<file path="src/rtl/slave_mem_arbiter_pkg.sv">
// Purpose: shared types and helpers for the slave memory arbiter.
// Latency: none (declarations only).
// Backpressure: n/a.
package slave_mem_arbiter_pkg;

    // Request-type encoding carried on the per-requester wr bit
    localparam logic REQ_READ  = 1'b0;
    localparam logic REQ_WRITE = 1'b1;

    // Arbiter ownership state
    typedef enum logic {
        ST_IDLE   = 1'b0,
        ST_LOCKED = 1'b1
    } arb_state_t;

    // Next rotating index, wrapping modulo n (works for non power-of-two n)
    function automatic int unsigned next_idx(input int unsigned idx, input int unsigned n);
        return ((idx + 1) >= n) ? 0 : (idx + 1);
    endfunction

endpackage

</file>
<file path="src/rtl/slave_mem_arb_pick.sv">
// Purpose: first-set picker starting at a rotating index, one-hot or zero result.
// Latency: combinational.
// Backpressure: none; i_en low forces a zero grant.
module slave_mem_arb_pick #(
    parameter int N = 2,
    localparam int IW = (N > 1) ? $clog2(N) : 1
) (
    input  logic [N-1:0]  i_req,
    input  logic [IW-1:0] i_start,
    input  logic          i_en,
    output logic [N-1:0]  o_gnt
);

    logic [IW-1:0] w_idx;
    logic          w_found;

    // Scan from i_start upward with wraparound and take the first request seen
    always_comb begin
        o_gnt   = '0;
        w_idx   = '0;
        w_found = 1'b0;
        for (int k = 0; k < N; k++) begin
            w_idx = IW'((32'(i_start) + 32'(k)) % 32'(N));
            if (i_en && !w_found && i_req[w_idx]) begin
                o_gnt[w_idx] = 1'b1;
                w_found      = 1'b1;
            end
        end
    end

endmodule

</file>
<file path="src/rtl/slave_mem_arbiter.sv">
// Purpose: arbitrate a 1-cycle-latency single-port BRAM among NUM_REQ requesters (RR when SLAVE_MEM_ARB_RR_EN, else fixed priority; bounded locked bursts).
// Latency: accept at T, registered mem strobe at T+1, rvalid/rdata at T+2; one access per cycle.
// Backpressure: requesters hold req until gnt; gnt is combinational and zero while in reset.
module slave_mem_arbiter
    import slave_mem_arbiter_pkg::*;
#(
    parameter int ADDR_WIDTH = 12,
    parameter int DATA_WIDTH = 8,
    parameter int NUM_REQ    = 2,
    parameter int MAX_BURST  = 16
) (
    input  logic                            clk,
    input  logic                            rstn,
    input  logic [NUM_REQ-1:0]              req,
    input  logic [NUM_REQ-1:0]              lock,
    input  logic [NUM_REQ-1:0]              wr,
    input  logic [NUM_REQ*ADDR_WIDTH-1:0]   addr,
    input  logic [NUM_REQ*DATA_WIDTH-1:0]   wdata,
    output logic [NUM_REQ-1:0]              gnt,
    output logic [NUM_REQ-1:0]              rvalid,
    output logic [DATA_WIDTH-1:0]           rdata,
    output logic                            mem_wen,
    output logic                            mem_ren,
    output logic [ADDR_WIDTH-1:0]           mem_addr,
    output logic [DATA_WIDTH-1:0]           mem_wdata,
    input  logic [DATA_WIDTH-1:0]           mem_rdata
);

    localparam int IDX_W = (NUM_REQ > 1) ? $clog2(NUM_REQ) : 1;
    localparam int CNT_W = $clog2(MAX_BURST + 1);
    localparam bit LOCK_OK = (MAX_BURST > 1);

    arb_state_t             r_state;
    logic [IDX_W-1:0]       r_owner;
    logic [CNT_W-1:0]       r_cnt;
    logic [IDX_W-1:0]       w_start;
    logic [NUM_REQ-1:0]     w_pick_gnt;
    logic [NUM_REQ-1:0]     w_owner_oh;
    logic [IDX_W-1:0]       w_gidx;
    logic                   w_acc;
    logic                   w_sel_wr;
    logic [ADDR_WIDTH-1:0]  w_sel_addr;
    logic [DATA_WIDTH-1:0]  w_sel_wdata;
    logic [CNT_W-1:0]       w_cnt_nxt;
    logic                   r_p1_vld;
    logic [IDX_W-1:0]       r_p1_idx;
    logic [NUM_REQ-1:0]     w_p1_oh;
    logic [NUM_REQ-1:0]     r_rvalid;

`ifdef SLAVE_MEM_ARB_RR_EN
    logic [IDX_W-1:0]       r_ptr;
    assign w_start = r_ptr;
`else
    assign w_start = '0;
`endif

    slave_mem_arb_pick #(.N(NUM_REQ)) u_pick (
        .i_req   (req),
        .i_start (w_start),
        .i_en    (r_state == ST_IDLE),
        .o_gnt   (w_pick_gnt)
    );

    // Grant: picker in IDLE, owner only in LOCKED; also decode the granted slice
    always_comb begin
        w_owner_oh          = '0;
        w_owner_oh[r_owner] = 1'b1;
        if (!rstn)
            gnt = '0;
        else if (r_state == ST_IDLE)
            gnt = w_pick_gnt;
        else
            gnt = w_owner_oh & req;
        w_gidx      = '0;
        w_sel_wr    = REQ_READ;
        w_sel_addr  = '0;
        w_sel_wdata = '0;
        for (int i = 0; i < NUM_REQ; i++) begin
            if (gnt[i]) begin
                w_gidx      = IDX_W'(i);
                w_sel_wr    = wr[i];
                w_sel_addr  = addr[i*ADDR_WIDTH +: ADDR_WIDTH];
                w_sel_wdata = wdata[i*DATA_WIDTH +: DATA_WIDTH];
            end
        end
        w_acc     = |(gnt & req);
        w_cnt_nxt = r_cnt + 1'b1;
        w_p1_oh           = '0;
        w_p1_oh[r_p1_idx] = r_p1_vld;
    end

    // Ownership FSM: burst entry, counting, release and pointer update
    always_ff @(posedge clk or negedge rstn) begin
        if (!rstn) begin
            r_state <= ST_IDLE;
            r_owner <= '0;
            r_cnt   <= '0;
`ifdef SLAVE_MEM_ARB_RR_EN
            r_ptr   <= '0;
`endif
        end else begin
            case (r_state)
                ST_IDLE: begin
                    if (w_acc) begin
                        if (lock[w_gidx] && LOCK_OK) begin
                            r_state <= ST_LOCKED;
                            r_owner <= w_gidx;
                            r_cnt   <= CNT_W'(1);
                        end else begin
`ifdef SLAVE_MEM_ARB_RR_EN
                            r_ptr <= IDX_W'(next_idx(32'(w_gidx), NUM_REQ));
`endif
                        end
                    end
                end
                ST_LOCKED: begin
                    // Release on an unlocked grant, a full burst, or lock dropped while idle
                    if ((req[r_owner] && (!lock[r_owner] || w_cnt_nxt == CNT_W'(MAX_BURST))) ||
                        (!req[r_owner] && !lock[r_owner])) begin
                        r_state <= ST_IDLE;
                        r_cnt   <= '0;
`ifdef SLAVE_MEM_ARB_RR_EN
                        r_ptr   <= IDX_W'(next_idx(32'(r_owner), NUM_REQ));
`endif
                    end else if (req[r_owner]) begin
                        r_cnt <= w_cnt_nxt;
                    end
                end
                default: r_state <= ST_IDLE;
            endcase
        end
    end

    // Memory command register; address/data hold when nothing is accepted
    always_ff @(posedge clk or negedge rstn) begin
        if (!rstn) begin
            mem_wen   <= 1'b0;
            mem_ren   <= 1'b0;
            mem_addr  <= '0;
            mem_wdata <= '0;
        end else begin
            mem_wen <= w_acc && (w_sel_wr == REQ_WRITE);
            mem_ren <= w_acc && (w_sel_wr == REQ_READ);
            if (w_acc) begin
                mem_addr  <= w_sel_addr;
                mem_wdata <= w_sel_wdata;
            end
        end
    end

    // Two-stage read-return pipe steering rvalid back to the issuing requester
    always_ff @(posedge clk or negedge rstn) begin
        if (!rstn) begin
            r_p1_vld <= 1'b0;
            r_p1_idx <= '0;
            r_rvalid <= '0;
        end else begin
            r_p1_vld <= w_acc && (w_sel_wr == REQ_READ);
            r_p1_idx <= w_gidx;
            r_rvalid <= w_p1_oh;
        end
    end

    assign rvalid = r_rvalid;
    assign rdata  = mem_rdata;

endmodule

</file>
<file path="config.mk">
export PLATFORM = sky130hd
export DESIGN_NAME = slave_mem_arbiter
export DESIGN_NICKNAME = d
export VERILOG_FILES = /design/src/rtl/slave_mem_arbiter_pkg.sv /design/src/rtl/slave_mem_arb_pick.sv /design/src/rtl/slave_mem_arbiter.sv
export SDC_FILE = /design/constraint.sdc
export NUM_CORES = 1
export LEC_CHECK = 0
export ABC_CLOCK_PERIOD_IN_PS = 2260
export CAP_MARGIN = 20
export CORE_UTILIZATION = 39
export DETAILED_ROUTE_END_ITERATION = 16
export HOLD_SLACK_MARGIN = 0.06
export PLACE_DENSITY_LB_ADDON = 0.25
export SYNTH_ARGS = -nofsm -noshare
export SYNTH_HDL_FRONTEND = slang
export SYNTH_SLANG_ARGS = --single-unit
</file>
<file path="constraint.sdc">
create_clock -name clk -period 2.26 [get_ports clk]
set_input_delay 0.678 -clock clk [delete_from_list [all_inputs] [get_ports clk]]
set_output_delay 0.678 -clock clk [all_outputs]
set_load 0.05 [all_outputs]
</file>
* Word-level counts from Yosys, hierarchy flattened
Cells that the tools add are included.
** Operators by class
- Add/subtract/negate cells :: 1
- Order comparisons :: 5
- Eq/ne operators :: 4
- Multiplexer cells :: 31
- Bitwise operators :: 5
- Reduce and logical (&&, ||, !) cells :: 17
** Operator list (count)
- $mux 12 :: 2
- $mux 5 :: 4
- $mux 1 :: 16
- $mux 8 :: 2
- $pmux 5 s2 :: 1
- $logic_and 1x1->1 :: 9
- $and 2x2->2 :: 3
- $lt 1x2->1 const B :: 3
- $mux 2 :: 3
- $reduce_and 3->1 :: 2
- $add 5x1->5 const B :: 1
- $eq 5x5->1 const B :: 1
- $ne 2x2->1 const B :: 2
- $logic_not 1->1 :: 3
- $ne 3x1->1 const B :: 1
- $demux 1 s1 :: 2
- $ge 1x1->1 const B :: 2
- $logic_or 1x1->1 :: 2
- $not 1->1 :: 2
- $pmux 1 s2 :: 1
- $reduce_or 2->1 :: 1
** Word-level totals
- Flip-flop bits (word level) :: 32
- Input port bits :: 56
- Logic and storage cells :: 72

* Depth between registers and ports, before layout
- Word-level depth :: 15
- Gate-level depth with buffers :: 8
- Depth with buffers taken out :: 5

* By module
From an unflattened synthesis, not the netlist that was laid out.
** Second synthesis, totals
- Cells, all modules :: 199
- Area total of the unflattened synthesis :: 1756.7 µm²
** Modules (own cells, without submodules)
- slave_mem_arbiter :: times used 1, cells an instance 194, area an instance 1735.4 µm²
- slave_mem_arb_pick :: times used 1, cells an instance 5, area an instance 21.3 µm²

* Worst setup path before layout
No wires, ideal clock.
- Path type :: in2out
- Start :: input port req[0]
- End :: output port gnt[1]
- Arrival :: 1.470 ns
- Required time :: 1.582 ns
- Slack :: 0.112 ns
- Stages on the path :: 5
- Buffers on the path :: 3
- Path through :: o21ai_0 > and3_1 > buf_2 > buf_2 > buf_4
** Between the ends
- Word-level cells in the longest chain between the ends :: 8
** RTL lines
- start, declared :: line slave_mem_arbiter.sv:14 : input logic [NUM_REQ-1:0] req,
- $logic_and 1x1->1 :: line slave_mem_arb_pick.sv:24 : if (i_en && !w_found && i_req[w_idx]) begin
- $mux 1 :: line slave_mem_arb_pick.sv:24
- $logic_not 1->1 :: line slave_mem_arb_pick.sv:24
- $logic_and 1x1->1 (2 in a row) :: line slave_mem_arb_pick.sv:24
- $mux 2 :: line slave_mem_arb_pick.sv:24
- $mux 2 :: line slave_mem_arbiter.sv:70 : else if (r_state == ST_IDLE)
- $mux 2 :: line slave_mem_arbiter.sv:68 : if (!rstn)
- end, declared :: line slave_mem_arbiter.sv:19 : output logic [NUM_REQ-1:0] gnt,
No other way between the ends.

* Final worst setup path
- Start :: input port req[1]
- End :: output port gnt[1]
** Between the ends
- Word-level cells in the longest chain between the ends :: 4
- Elaborated cells between the ends (all ways) :: 5
- Those cells by class :: mux (3); bitwise (1); reduce/logical (1)
** RTL lines (line)
- $logic_and 1x1->1 :: slave_mem_arb_pick.sv:24
- $mux 2 :: slave_mem_arb_pick.sv:24
- $mux 2 * :: slave_mem_arbiter.sv:70
- $mux 2 * :: slave_mem_arbiter.sv:68
Every way passes the cells marked *; elsewhere a longest branch is shown, timed or not.

==> results.md <==
* Buffer count from post-CTS setup fixing at 0
* Mapped Cells at about 160
* Routed WL per cell at between 10 and 15 µm
* WP data arrival at about 1.6 ns
* Initial Utilization at approximately two fifths
* TritonCTS buffer count at 5
* Final HPWL from detailed placement at between 2 and 3 mm
* Post-DRT Antenna Nets at 0
* Synth cell types at 31
* Hold Path Depth at 1
* Clock latency on the worst-skew pair at 0.28 ns
* Hold_sp: r_p1_idx$_DFF_PN0_
* Final Max Slew Viols at 0
* CTS Hold Bufs at 0
* Clock Skew at between 0.005 and 0.006 ns
* Drt pass-1 iters at 3
* Hold Vio Cnt, Final at 0
* Status: complete, no violations
* Post-synth EDFFs at 0
* FF-to-FF path depth at 6
* Dominant synthesized flop cell: dfrtp_1
* Largest cells by area after synthesis: dfrtp_1 (49%), mux2i_1 (13%), nand2_1 (5.7%)
* Via density at a little under 5
* Mapped Avg Cell Area at slightly above 10 µm²
* RR Endpoint: r_p1_vld$_DFF_PN0_
* Sequential area share after synthesis at between 40% and 50%
* Final period utilization at between 90 and 100%
* Filler instances at 367
* Setup_tns at 0 ns
* Ant. Diodes at 0
* First-pass GRT wire length at 5.82 mm
* Placer Congestion at 0.769
* Vias in the first global route at 1304
* Ordered list of cells on the worst path: clkdlybuf4s50_1 > and3_4 > buf_12
* Net Count, Synth at 218
* R2R Path Start: r_state$_DFF_PN0_
* CTS tree: done
* Synthesized flop and latch total at 32
* CTS Buffer Depth at 2
* Synth top cells by count: dfrtp_1 (32), nand2_1 (25), mux2i_1 (21)
* Final critical-path setup slack at between 0.02 and 0.03 ns
* FF-to-FF setup slack at 0.59 ns
* Largest net degree at the start of global routing at 45
* Synth top area share at about half
* Setup crit end kind: output pin
* H-tree levels at 2
* Fin util at between 60 and 70%
* CP Max Fanout at 4
* Pwr per Cell Area at between 700 and 800 nW/µm²
* Sink Count at 32
* Area growth from synthesis to layout at 52.8%
* Min-Delay Endpoint: rvalid[0]$_DFF_PN0_
* Max Cap Viol at 0
* Relative slew slack at 65.4%
* Die Width at roughly 67 µm
* Initial DRC Count at 54
* Hold crit path type: flip-flop to flip-flop
* Remaining Overflow, GRT at 0
* Post-cts sizing count at 4
* Maximum VDD drop at approximately 0.35 mV
* Worst EP required at between 1.5 and 2 ns
* Dominant cell type by area after synthesis: dfrtp_1
* Leakage at around 1.1 nW
* GRT Total Usage at between 10% and 20%
* Slowest cell on the critical path: clkdlybuf4s50_1
* DIE AREA at roughly 4500 µm²
* Final WL at ~3.7 mm
* Rows at 23
* Antenna violations before repair at 0
* Port Buffers at 73
* Critical path class: primary input to output pin
* Pwr Total at approximately 1.9 mW
* Async SR Flop Fraction at 100%
* Mapped cell area at about 1600 µm²
* Layout cells sized above 1 at 12.4%
* Clk root buf: clkbuf_8
* Core region area at between 4000 and 5000 µm²
* Yosys Warn Count at 0
* Most common cell in the synthesized netlist: dfrtp_1
* DIE HEIGHT at between 60 and 70 µm
* Fin crit period at 2.23 ns
* Worst Tran Pin Value at about 0.52 ns
* IO Count at 90
* Nets@finish at 290
* Final setup viols at 0
* Fmax at 448 MHz
* Clk slew on worst S/H paths at approximately 0.06 ns
* Unrepaired setup endpoints after global routing: no
* CP startpoint kind: primary input
* Crit path largest cell delay at roughly 0.52 ns
* DR DRC count at 0
* Via count at between 1000 and 1500
* Dpl ws at -0.122 ns
## stage by stage
stage	cell area, µm²	hold WS, ns	instances
floorplan	1630	0.382	161
global placement	2400	0.399	276
detailed placement	2400	0.408	276
CTS	2500	0.417	284
global route	2500	0.425	284
finish	2500	0.415	284
## state kept, by name, indices dropped and copies added (netlist names), 2 cells and up
signal / count
mem_addr: 12
mem_wdata: 8
r_cnt: 5
rvalid: 2
## critical path, delay by kind of cell
kind	cells	cell delay (ns)
buffers and inverters	2	0.65
and+or+nand+nor	1	0.22
## cells by family (layout without fill, tap and decap cells)
logic type | after synthesis | count (layout) | share of synthesized area (%)
AND/OR/NAND/NOR | 49 | 49 | 15.5
AO/OA/AOI/OAI | 34 | 34 | 11.9
adder cells (fa/ha/maj) | 1 | 1 | 0.766
flip-flops | 32 | 32 | 49.0
multiplexers | 22 | 22 | 13.6
buffers and inverters | 21 | 94 | 8.19
XOR/XNOR | 2 | 2 | 1.07
## area by class of cell
| class | count | area, µm² | area share [%] |
|---|---|---|---|
| well taps | 50 | 62.6 | 2.51 |
| inverters | 3 | 11.3 | 0.451 |
| clock buffers | 6 | 82.6 | 3.31 |
| clock inverters | 2 | 10.0 | 0.401 |
| repair buffers | 83 | 821 | 32.9 |
| multi-input cells | 108 | 709 | 28.4 |
| flip-flops and latches | 32 | 801 | 32.1 |
## how the worst max path moves through the flow
stage	from	end	slack, ns	cells past startpoint
2_1_floorplan	req[0]	gnt[1]	0.11	5
5_1_grt	req[1]	gnt[1]	0.002	3
6_report	req[1]	gnt[1]	0.03	3
3_5_place_dp	rstn	mem_addr[10]$_DFFE_PN0P_	-0.12	5
4_1_cts	req[1]	gnt[1]	0.03	3
3_3_place_gp	req[0]	gnt[1]	-0.09	4
## where the power goes
| part | internal, mW | switching, mW | leakage, nW | total [mW] |
|---|---|---|---|---|
| Combinational | 0.301 | 0.432 | 0.604 | 0.732 |
| Clock | 0.243 | 0.207 | 0.0510 | 0.450 |
| Sequential | 0.666 | 0.0571 | 0.400 | 0.724 |
| Total | 1.21 | 0.696 | 1.06 | 1.91 |
## layer usage
layer / share of wire (%) / vias up / routed length [µm] / GRT usage, %
met5: 0 / - / 0 / 0
met4: 1.0 / 0 / 38 / 7.71
met3: 7.4 / 10 / 274 / 5.99
met2: 47 / 41 / 1720 / 27.4
met1: 45 / 639 / 1660 / 22.7
li1: - / 688 / - / -
## layout by cell type, fill, tap and decap left out, drive strengths merged, types with 2 or more instances in the layout
| master | count |
|---|---|
| mux2i | 21 |
| nand2b | 2 |
| clkdlybuf4s50 | 68 |
| nand2 | 25 |
| nand3 | 4 |
| nand3b | 2 |
| a21oi | 4 |
| o21ai | 26 |
| clkbuf | 6 |
| clkinv | 2 |
| buf | 13 |
| nor2 | 7 |
| dlygate4sd2 | 2 |
| dfrtp | 32 |
| inv | 3 |
| and3 | 2 |
Power figures use the tool's default switching activity.
